`src/rtl/ram_bridge_pkg.sv`:
```
// Shared constants and FSM encoding for the RAM bus bridge.
package ram_bridge_pkg;

   localparam int WORD_BITS = 32;
   localparam int LANES     = 4;

   typedef enum logic [2:0] {
      ST_IDLE  = 3'd0,
      ST_RD    = 3'd1,
      ST_WR    = 3'd2,
      ST_MERGE = 3'd3,
      ST_DONE  = 3'd4
   } bridge_state_t;

endpackage

```
`src/rtl/ram_bus_bridge_byte_merge.sv`:
```
// Byte-lane merge: lanes selected in sel come from new_val, the rest from old_val.
module byte_merge
   import ram_bridge_pkg::*;
(
   input  logic [WORD_BITS-1:0] old_val,
   input  logic [WORD_BITS-1:0] new_val,
   input  logic [LANES-1:0]     sel,
   output logic [WORD_BITS-1:0] merged
);

   always_comb begin
      merged = old_val;
      for (int i = 0; i < LANES; i++) begin
         if (sel[i]) merged[8*i +: 8] = new_val[8*i +: 8];
      end
   end

endmodule

```
`src/rtl/ram_bus_bridge.sv`:
```
// Bridges a simple request/ack word bus onto one port of an external synchronous RAM,
// doing read-modify-write for partial-lane writes.
//
// state | meaning
// IDLE  | waiting for bus_access; captures the request
// RD    | RAM address presented; reads wait one extra cycle for registered ram_dout
// WR    | full-word write strobe
// MERGE | partial write: merged word written back
// DONE  | one-cycle bus_ack
module ram_bus_bridge
   import ram_bridge_pkg::*;
#(
   parameter int addr_bits = 14,
   parameter int data_bits = WORD_BITS
) (
   input  logic                 clk,
   input  logic                 rst,
   input  logic                 bus_access,
   input  logic                 bus_wr_en,
   input  logic [29:0]          bus_addr,
   input  logic [LANES-1:0]     bus_bytesel,
   input  logic [data_bits-1:0] bus_wr_val,
   output logic [data_bits-1:0] bus_data,
   output logic                 bus_ack,
   output logic                 bus_error,
   output logic [addr_bits-1:0] ram_addr,
   output logic [data_bits-1:0] ram_din,
   input  logic [data_bits-1:0] ram_dout,
   output logic                 ram_wr_en
);

   bridge_state_t          state_q, state_d;
   logic [addr_bits-1:0]   addr_q, addr_d;
   logic [LANES-1:0]       sel_q, sel_d;
   logic                   wr_q, wr_d;
   logic [data_bits-1:0]   wval_q, wval_d;
   logic [data_bits-1:0]   data_q, data_d;
   logic                   ack_q, ack_d;
   logic                   err_q, err_d;
   logic                   rd_wait_q, rd_wait_d;
   logic                   addr_ok;
   logic [data_bits-1:0]   merged;

   assign addr_ok = (bus_addr >> addr_bits) == 30'd0;

   byte_merge u_merge (
      .old_val (ram_dout),
      .new_val (wval_q),
      .sel     (sel_q),
      .merged  (merged)
   );

   always_comb begin
      state_d   = state_q;
      addr_d    = addr_q;
      sel_d     = sel_q;
      wr_d      = wr_q;
      wval_d    = wval_q;
      data_d    = data_q;
      ack_d     = 1'b0;
      err_d     = 1'b0;
      rd_wait_d = 1'b0;
      case (state_q)
         ST_IDLE: begin
            if (bus_access) begin
               if (!addr_ok) begin
                  state_d = ST_DONE;
                  ack_d   = 1'b1;
                  err_d   = 1'b1;
               end else begin
                  addr_d = bus_addr[addr_bits-1:0];
                  sel_d  = bus_bytesel;
                  wr_d   = bus_wr_en;
                  wval_d = bus_wr_val;
                  if (!bus_wr_en)                 state_d = ST_RD;
                  else if (&bus_bytesel)          state_d = ST_WR;
                  else if (bus_bytesel == '0) begin
                     state_d = ST_DONE;
                     ack_d   = 1'b1;
                  end else                        state_d = ST_RD;
               end
            end
         end
         ST_RD: begin
            if (wr_q) begin
               state_d = ST_MERGE;
            end else if (!rd_wait_q) begin
               rd_wait_d = 1'b1;
            end else begin
               state_d = ST_DONE;
               ack_d   = 1'b1;
               data_d  = ram_dout;
            end
         end
         ST_WR, ST_MERGE: begin
            state_d = ST_DONE;
            ack_d   = 1'b1;
         end
         default: state_d = ST_IDLE;
      endcase
   end

   always_ff @(posedge clk or posedge rst) begin
      if (rst) begin
         state_q   <= ST_IDLE;
         addr_q    <= '0;
         sel_q     <= '0;
         wr_q      <= 1'b0;
         wval_q    <= '0;
         data_q    <= '0;
         ack_q     <= 1'b0;
         err_q     <= 1'b0;
         rd_wait_q <= 1'b0;
      end else begin
         state_q   <= state_d;
         addr_q    <= addr_d;
         sel_q     <= sel_d;
         wr_q      <= wr_d;
         wval_q    <= wval_d;
         data_q    <= data_d;
         ack_q     <= ack_d;
         err_q     <= err_d;
         rd_wait_q <= rd_wait_d;
      end
   end

   assign bus_data  = data_q;
   assign bus_ack   = ack_q;
   assign bus_error = err_q;
   assign ram_addr  = addr_q;
   assign ram_wr_en = (state_q == ST_WR) || (state_q == ST_MERGE);
   // Merge uses ram_dout live: it only becomes valid in the MERGE cycle.
   assign ram_din   = (state_q == ST_MERGE) ? merged : wval_q;

endmodule

```
`config.mk`:
```
export PLATFORM = sky130hd
export DESIGN_NAME = ram_bus_bridge
export DESIGN_NICKNAME = d
export VERILOG_FILES = /design/src/rtl/ram_bridge_pkg.sv /design/src/rtl/ram_bus_bridge_byte_merge.sv /design/src/rtl/ram_bus_bridge.sv
export SDC_FILE = /design/constraint.sdc
export NUM_CORES = 1
export LEC_CHECK = 0
export CAP_MARGIN = 30
export CORE_UTILIZATION = 39
export CTS_BUF_LIST = sky130_fd_sc_hd__clkbuf_8
export DETAILED_ROUTE_END_ITERATION = 10
export PLACE_DENSITY = 0.81
export SKIP_LAST_GASP = 1
export SYNTH_ARGS = -nofsm -noshare
export SYNTH_HDL_FRONTEND = slang
export SYNTH_SLANG_ARGS = --single-unit
```
`constraint.sdc`:
```
create_clock -name clk -period 2.6 [get_ports clk]
set_input_delay 0.39 -clock clk [delete_from_list [all_inputs] [get_ports clk]]
set_output_delay 0.39 -clock clk [all_outputs]
set_load 0.01 [all_outputs]
```
==> summary.md, run 1 <==
| Metric | Value |
|---|---|
| Status | `complete, no violations` |
| Max IR drop VDD | `0.242 mV` |
| Vias in the first global route | `3045` |
| MaxCap Viol Count | `0` |
| Hold Fails Final Rpt | `0` |
| Yosys warns | `0` |
| Cells after DPL | `570` |
| Share of the synthesized area in the top cell type | `53.8%` |
| CTS sink cnt | `89` |
| CP Cell Sequence | `nor2b_4, nand2_4, nor2_4, buf_12, mux2_2, dlygate4sd2_1` |
| Syn-to-layout area delta | `56.5%` |
| Setup TNS | `0 ns` |
| Crit path from | `state_q[2]$_DFFE_PP0P_` |
| Pwr Density | `420 mW/mm2` |
| Initial Util | `40.1%` |
| DRC | `0` |
| Worst setup SP type | `register` |
| DR vias | `2829` |
| # hold bufs at CTS | `0` |
| Critical Path RT | `2.21 ns` |
| Die width | `105 um` |
| Max Freq | `0.421 GHz` |
| Worst slew pin tran | `0.658 ns` |
| Clock tree from TritonCTS | `done` |
| Number of DRC markers in iteration 0 | `58` |
| Clock Root Buffer | `clkbuf_8` |
| Post-Syn Instances | `252` |
| Final wirelength | `9880 um` |
| Leakage | `3.36 nW` |
| Final period utilization | `91.3%` |
| I/O pin count | `183` |
| Gr ovfl total | `0` |
| Setup crit end kind | `primary output` |
| Syn avg cell area | `16.4 um2` |
| Worst-path fanout max | `8` |
| Port Buf Inserts | `182` |
| WL/cell | `16.7 um` |
| Worst path slowest cell | `dfrtp_2` |
| Final setup fails | `0` |
| Num CTS Buffers | `9` |
| Final Skew | `0.00687 ns` |
| Layout cells sized above 1 | `28.0%` |
| Pre-CTS setup slack | `0.0846 ns` |
| Final nets | `552` |
| Pre-antenna DRT Iters | `4` |
| FP Rows | `37` |
| Die height | `105 um` |
| GP Congestion | `0.723` |
| Core Region | `0.0103 mm2` |
| Final Max Slew Viols | `0` |
| CP Data Arrival Time | `1.98 ns` |
| Routed Antenna Nets | `0` |
| CTS max path bufs | `2` |
| Final WS setup | `0.225 ns` |
| Post-synthesis register bit count | `89` |
| Largest net degree at the start of global routing | `43` |
| Post-Syn Nets | `354` |
| CP max stage delay | `0.45 ns` |
| Initial antenna violation count | `0` |
| Htree depth | `3` |
| Worst-skew pair later-pin latency | `0.34 ns` |
| Worst reg2reg path startpoint | `state_q[0]$_DFFE_PP0P_` |
| HPWL Detailed | `7390 um` |
| Largest area contributor in the netlist | `dfrtp_1` |
| Synth unique cells | `29` |
| Seq/Total Area, Yosys | `53.8%` |
| Hold Path Class | `in2async` |
| Worst slew margin | `56.0%` |
| Crit path time final | `2.37 ns` |
| Top post-synthesis cells by area | `dfrtp_1 54%, mux2_4 18%, mux2_2 9.2%` |
| Via density | `4.79` |
| Die ar. | `0.0110 mm2` |
| ANT cells | `0` |
| All-Layer GR Usage | `18.2%` |
| First-pass GRT wire length | `15700 um` |
| Synth Cell Area | `0.00414 mm2` |
| Cell Count, Final, Fillers Out | `590` |
| R2R cell count | `4` |
| Unrepaired setup endpoints after global routing | `false` |
| CTS clk-pin slew, worst paths | `0.09 ns` |
| Worst setup path class | `reg2out` |
[through the flow]
stage / instance area (um2) / total power [W] / utilization [%] / hold WS [ns]
6_report: 6480 / 0.00272 / 62.8 / 0.487
5_1_grt: 6480 / 0.00284 / 62.8 / 0.521
4_1_cts: 6400 / 0.00276 / 62.0 / 0.498
3_5_place_dp: 6110 / 0.00181 / 59.2 / 0.481
3_3_place_gp: 6110 / 0.00180 / 59.2 / 0.474
2_1_floorplan: 4150 / 0.00154 / - / 0.478
[cell usage after synthesis]
| master | instances |
|---|---|
| nand3b_1 | 1 |
| and3b_1 | 1 |
| nor2_4 | 4 |
| mux2_2 | 34 |
| mux2_4 | 50 |
| and3_1 | 2 |
| and2_1 | 1 |
| and3_4 | 1 |
| mux2_1 | 31 |
| a311oi_1 | 2 |
| nor3b_2 | 1 |
| nor4_4 | 1 |
| nor4_1 | 1 |
| nand4_1 | 2 |
| nand2_1 | 3 |
| and4_4 | 1 |
| inv_1 | 2 |
| nand3_1 | 1 |
| a21oi_1 | 2 |
| or3_1 | 2 |
| dfrtp_1 | 89 |
| nor2b_1 | 1 |
| o21bai_1 | 1 |
| nor4_2 | 3 |
| buf_12 | 6 |
| o21ai_0 | 2 |
| buf_2 | 3 |
| nor2_1 | 3 |
| nor3_1 | 1 |
[repair_timing]
item	in CTS	in global routing
pin swaps	4	0
buffers inserted	4	1
endpoints found under the hold margin	0	0
resized for setup	6	31
endpoints found under the setup margin	32	31
[flip-flops by register name, indices dropped and copies added (netlist names)]
name / count
ram_addr: 14
rd_wait_q: 1
bus_ack: 1
sel_q: 4
wr_q: 1
bus_data: 32
wval_q: 32
state_q: 3
bus_error: 1
[cell families after synthesis]
group / Yosys count / synth area share (%)
mux: 115 / 35.8
flops: 89 / 53.8
simple gates: 30 / 5.89
buf+inv: 11 / 3.44
compound gates: 7 / 1.09
[layout make-up]
class,instances,area [um2]
clock buffers,11,151
clock inverters,4,43.8
fillers,790,3840
inverters,2,11.3
multi-input cells,152,1790
flip-flops and latches,89,2230
well taps,136,170
repair buffers,196,2090
[worst max-delay path: cells and delay by family, from the launching register on]
kind | cells | cell delay (ns)
buffers and inverters | 2 | 0.43
flip-flops | 1 | 0.45
multiplexers | 1 | 0.35
AND/OR/NAND/NOR | 3 | 0.42
[metal layers]
layer / GRT usage (%) / part of all wire (%)
met1: 23.5 / 44
met2: 30.6 / 49
met3: 3.37 / 5.2
met4: 6.64 / 1.8
met5: 0 / 0
[worst paths after layout]
check | to | slack, ns
worst max-delay path | ram_din[18] | 0.23
worst min-delay path | bus_data[20]$_DFFE_PP0P_ | 0.49
worst max register to register | ram_addr[5]$_DFFE_PP0P_ | 0.71
worst min register to register | bus_data[20]$_DFFE_PP0P_ | 0.49
max in group asynchronous | bus_data[29]$_DFFE_PP0P_ | 1.42
min in group clk | bus_data[20]$_DFFE_PP0P_ | 0.49
[where the power goes]
part,switching (W),internal (W)
clock network,0.000461,0.000486
logic,0.000111,0.000226
registers,0.0000199,0.00142
total,0.000591,0.00213
[layout by cell type (no fill, tap or decap), types with 2 or more instances in the layout]
master           count
clkinv_2             2
or3_1                2
nor4_2               3
clkbuf_8            11
inv_1                2
nand4_1              2
nor2_4               4
buf_12               7
a21oi_1              2
clkdlybuf4s50_1    150
nor2_1               3
dlymetal6s2s_1      31
o21ai_0              2
and3_1               2
nand2_1              2
a311oi_1             2
mux2_4              50
dfrtp_1             88
buf_4                7
mux2_2              34
mux2_1              31
No activity file was read; power rests on OpenSTA's default activity.
==> run 2, diff against run 1 <==
ABC_CLOCK_PERIOD_IN_PS = 2600   (was default)
CORE_MARGIN = 2   (was default)
==> summary.md, run 2 (synthesized netlist as in run 1, its figures left out) <==
| Metric | Value |
|---|---|
| Status | `complete, no violations` |
| HPWL Detailed | `7340 um (-0.69%)` |
| Hold Fails Final Rpt | `0 (unchanged)` |
| Met1 Use GR | `23.6% (+0.12 points)` |
| Worst-skew pair later-pin latency | `0.35 ns (about the same)` |
| Final period utilization | `97.1% (+5.8 points)` |
| GR Layer Usage met3 | `3.83% (+0.46 points)` |
| Worst setup path class | `reg2out` |
| Final setup fails | `0 (unchanged)` |
| Number of DRC markers in iteration 0 | `72 (+24%)` |
| Cells after DPL | `568 (-0.35%)` |
| Reg2reg end | `ram_addr[13]$_DFFE_PP0P_` |
| Routed Antenna Nets | `0 (unchanged)` |
| CTS max path bufs | `2 (unchanged)` |
| CP Cell Sequence | `nor2b_2, nand2_4, nor2_4, buf_12, mux2_2, clkdlybuf4s50_1` |
| WL/cell | `17.1 um (+1.9%)` |
| FILL cells | `795 (+0.63%)` |
| Port Buf Inserts | `182 (unchanged)` |
| Worst-path fanout max | `8 (unchanged)` |
| Clock tree from TritonCTS | `done` |
| Clock Root Buffer | `clkbuf_8` |
| DR vias | `2885 (+2.0%)` |
| Worst path slowest cell | `clkdlybuf4s50_1` |
| First-pass GRT wire length | `15800 um (+0.93%)` |
| Worst reg2reg path startpoint | `state_q[2]$_DFFE_PP0P_` |
| Setup TNS | `0 ns (unchanged)` |
| Via density | `4.89 (+2.0%)` |
| MaxCap Viol Count | `0 (unchanged)` |
| Initial antenna violation count | `0 (unchanged)` |
| Final wirelength | `10100 um (+1.9%)` |
| Critical Path RT | `2.21 ns (about the same)` |
| ANT cells | `0 (unchanged)` |
| Die ar. | `0.0115 mm2 (+3.8%)` |
| DRC | `0 (unchanged)` |
| Setup crit end kind | `primary output` |
| CP Data Arrival Time | `2.13 ns (+0.15 ns)` |
| Vias in the first global route | `3024 (-0.69%)` |
| Gr busiest metal | `met2` |
| CTS sink cnt | `89 (unchanged)` |
| I/O pin count | `183 (unchanged)` |
| Core Region | `0.0103 mm2 (unchanged)` |
| Cell Count, Final, Fillers Out | `590 (unchanged)` |
| Num CTS Buffers | `9 (unchanged)` |
| Hold path depth | `1` |
| Final Max Slew Viols | `0 (unchanged)` |
| Final Skew | `0.0150 ns (+0.00817 ns)` |
| # hold bufs at CTS | `0 (unchanged)` |
| Min-delay src | `bus_data[23]$_DFFE_PP0P_` |
| Multi-input combinational cell area | `0.00178 mm2 (-0.28%)` |
| Most frequent cells in the layout | `157 x clkdlybuf4s50_1, 89 x dfrtp_1, 50 x mux2_4` |
| All-Layer GR Usage | `17.7% (-0.53 points)` |
| Worst setup SP type | `register` |
| Max Freq | `0.396 GHz (-5.9%)` |
| Largest net degree at the start of global routing | `90 (+110%)` |
| Initial Util | `40.1% (unchanged)` |
| Final nets | `551 (-0.18%)` |
| Leakage | `3.22 nW (-4.2%)` |
| Worst slew pin tran | `0.469 ns (-0.189 ns)` |
| Worst slew margin | `68.7% (+13 points)` |
| Max IR drop VDD | `0.220 mV (-9.0%)` |
| Hold Path Class | `reg2reg` |
| Total power | `0.00266 W (-2.5%)` |
| Die height | `107 um (+1.9%)` |
| Htree depth | `3 (unchanged)` |
| R2R cell count | `5 (+1)` |
| Syn-to-layout area delta | `55.2%` |
| Final core utilization | `62.3% (-0.53 points)` |
| Most common cell after layout, fill and taps aside | `clkdlybuf4s50_1` |
| FP Rows | `37 (unchanged)` |
| WP buf/inv | `2 (unchanged)` |
| CTS clk-pin slew, worst paths | `0.10 ns (about the same)` |
| GP Congestion | `0.824 (+14%)` |
| Pre-CTS setup slack | `0.152 ns (+0.0673 ns)` |
| Unrepaired setup endpoints after global routing | `false` |
| Pre-antenna DRT Iters | `4 (unchanged)` |
| Die width | `107 um (+1.9%)` |
| R2R Setup Slk | `0.71 ns (about the same)` |
| Endpoint, Worst Hold | `bus_data[23]$_DFFE_PP0P_` |
| Crit path time final | `2.52 ns (+0.150 ns)` |
| CP max stage delay | `0.47 ns (+0.02 ns)` |
| Final WS setup | `0.0753 ns (-0.150 ns)` |
| Reg area | `0.00223 mm2 (about the same)` |
| Layout cells sized above 1 | `28.0% (unchanged)` |
| Crit path from | `state_q[2]$_DFFE_PP0P_` |
| Gr ovfl total | `0 (unchanged)` |
| Met2 usage | `28.8% (-1.8 points)` |
| CP top delay family | `buffers and inverters` |
| Pwr Density | `413 mW/mm2 (-1.7%)` |
[run 2: worst register-to-register path, stage by stage (launching register included)]
cell and delay, ns:
dfrtp_1 0.41, buf_4 0.15, nor3_1 0.33, and3_4 0.29
buf_4 0.25, mux2_1 0.34
[run 2: worst max path at each step]
| stage | endpoint | cells after the start |
|---|---|---|
| floorplan | ram_din[0] | 4 |
| global placement | ram_din[25] | 5 |
| detailed placement | ram_din[18] | 5 |
| CTS | ram_din[29] | 6 |
| global route | ram_din[15] | 6 |
| finish | ram_din[12] | 6 |
[run 2: metrics by stage]
step / hold WS [ns] / cell area, um2
after floorplan: 0.478 / 4150
after global placement: 0.473 / 6090
after detailed placement: 0.481 / 6090
after CTS: 0.502 / 6360
after global routing: 0.511 / 6430
final: 0.497 / 6430
[run 2: layout make-up]
type / count / share of cell area [%]
Sequential cell: 89 / 34.7
Timing Repair Buffer: 195 / 32.0
Multi-Input combinational cell: 152 / 27.7
Tap cell: 136 / 2.65
Clock buffer: 10 / 2.14
Clock inverter: 6 / 0.662
Inverter: 2 / 0.175
[run 2: timing repair]
item / 4_1_cts / 5_1_grt
setup buffers: 6 / 0
endpoints found under the setup margin: 32 / 25
pin swaps: 4 / 0
resized for setup: 3 / 25
[run 2: layer usage]
| layer | vias up | wire (um) |
|---|---|---|
| met4 | 0 | 108 |
| met1 | 1445 | 4370 |
| met3 | 11 | 666 |
| met2 | 117 | 4920 |
| met5 | - | 0 |
| li1 | 1312 | - |
[run 2: report_power, final]
part	switching (W)	total, W	internal, W
Combinational	0.000111	0.000337	0.000225
Sequential	0.0000190	0.00144	0.00142
Clock	0.000504	0.000879	0.000375
Total	0.000634	0.00266	0.00202
==> RTL edit: new RTL, settings of run 2 <==
The 5 states of `bridge_state_t` get a Gray code encoding in 3 bits.
--- a/src/rtl/ram_bridge_pkg.sv
+++ b/src/rtl/ram_bridge_pkg.sv
@@ -5,11 +5,11 @@
    localparam int LANES     = 4;
 
    typedef enum logic [2:0] {
-      ST_IDLE  = 3'd0,
-      ST_RD    = 3'd1,
-      ST_WR    = 3'd2,
-      ST_MERGE = 3'd3,
-      ST_DONE  = 3'd4
+      ST_IDLE  = 3'b000,
+      ST_RD    = 3'b001,
+      ST_WR    = 3'b011,
+      ST_MERGE = 3'b010,
+      ST_DONE  = 3'b110
    } bridge_state_t;
 
 endpackage
Formal check against the unedited RTL: no difference found for any inputs over 4 cycles, from zero or initial values and one cycle with rst high; so few cycles prove little.
==> RTL edit against run 2 <==
- design area shrank 4.8%
- synthesized area fell by 7.0%
- global-route usage about the same
- wire length down 6.8%
- worst hold slack worse by 21 ps
- count of clock-buffer cells in the layout is the same
- critical path type unchanged
- sequential cell count is the same
- setup slack better by 150 ps
Power is not compared: it rests on default switching activity, and its combinational part moved more than twofold at a synthesized area within 25%.
==> RTL edit: results (changes against run 2) <==
Crit-path leading delay family = simple AND/OR/NAND/NOR gates (was buffers and inverters)
Synth Net Count = 349 (was 354)
Reg2reg setup slack = 570 ps (was 710 ps)
Total global-route track usage = 17.7% (about the same)
Critical path endpoint = ram_din[11] (was ram_din[12])
WL met2 = 4.69 mm (was 4.92 mm)
Largest net degree at the start of global routing = 58 (was 90)
Worst EP arrival = 1980 ps (was 2130 ps)
Layout Nets = 546 (was 551)
Via-per-instance ratio = 4.80 (was 4.89)
Global-route wire length before repair = 14.5 mm (was 15.8 mm)
FF-to-FF Start = state_q[1] (was state_q[2])
WHS = 476 ps (was 497 ps)
Gpl congestion = 0.735 (was 0.824)
DP HPWL = 6.93 mm (was 7.34 mm)
Post-DP Area = 5850 um2 (was 6090 um2)
Worst-path clk slew = 80 ps (was 100 ps)
Final Skew = 7.42 ps (was 15.0 ps)
Vias in the first global route = 2,960 (was 3,024)
HP Class = input port to asynchronous set/reset pin (was register to register)
Placed cell count = 561 (was 568)
Post-synth top cells = mux2_2, dfrtp_1, mux2_4, nor4_1, buf_6 (was dfrtp_1, mux2_4, mux2_2, mux2_1, buf_12)
Outcome = complete, no violations (unchanged)
WL met3 = 763 um (was 666 um)
FF-to-FF End = wval_q[8] (was ram_addr[13])
DRT iter0 DRCs = 55 (was 72)
CP max stage delay = 400 ps (was 470 ps)
Slew headroom = 73.6% (was 68.7%)
Final WL = 9.38 mm (was 10.1 mm)
Slowest CP cell = dfrtp_1 (was clkdlybuf4s50_1)
RTL edit: changes by cell type after synthesis, sizes merged, moves of 2 or more:
cell	before	now
and3	3	1
or3	2	0
a21oi	2	0
o21ai	2	0
nand2b	0	2
a311oi	2	0
a211oi	0	2
RTL edit: logic make-up (layout without fill, tap and decap cells):
logic type      Yosys count  after routing  share of synthesized area [%]
compound gates            5              5                          0.974
buf+inv                  10            210                           2.05
flops                    89             89                           57.8
mux                     115            115                           34.6
simple gates             28             28                           4.58
RTL edit: tightest hold or removal path: stages:
cell and delay [ps]:
clkdlybuf4s50_1 440, clkinvlp_4 100, buf_12 270
RTL edit: metrics by stage:
step                TNS, ps  util, %  setup WS (ps)  power, W
global placement          0     60.5            231   0.00260
floorplan                 0        -            649   0.00199
detailed placement        0     60.5            141   0.00261
finish                    0     63.2            229   0.00354
global route              0     63.2            132   0.00371
CTS                   -18.5     62.7          -18.5   0.00357
RTL edit: layout make-up:
| type | count | area, um2 |
|---|---|---|
| Fill cell | 745 | 3570 |
| Sequential cell | 89 | 2230 |
| Timing Repair Buffer | 195 | 1980 |
| Multi-Input combinational cell | 148 | 1560 |
| Tap cell | 133 | 166 |
| Clock buffer | 10 | 138 |
| Clock inverter | 4 | 46.3 |
| Inverter | 1 | 7.51 |
RTL edit: repair_timing:
| action | CTS | global route |
|---|---|---|
| hold buffers | 0 | 0 |
| setup endpoints to repair | 32 | 11 |
| pin swaps | 2 | 0 |
| resized for setup | 26 | 11 |
| buffers inserted | 2 | 3 |
| hold endpoints to repair | 0 | 0 |
RTL edit: routing by layer:
layer / track usage, % / vias up
met1: 21.6 / 1374
met4: 7.29 / 0
met2: 29.6 / 120
met5: 0 / -
met3: 4.91 / 14
li1: - / 1277
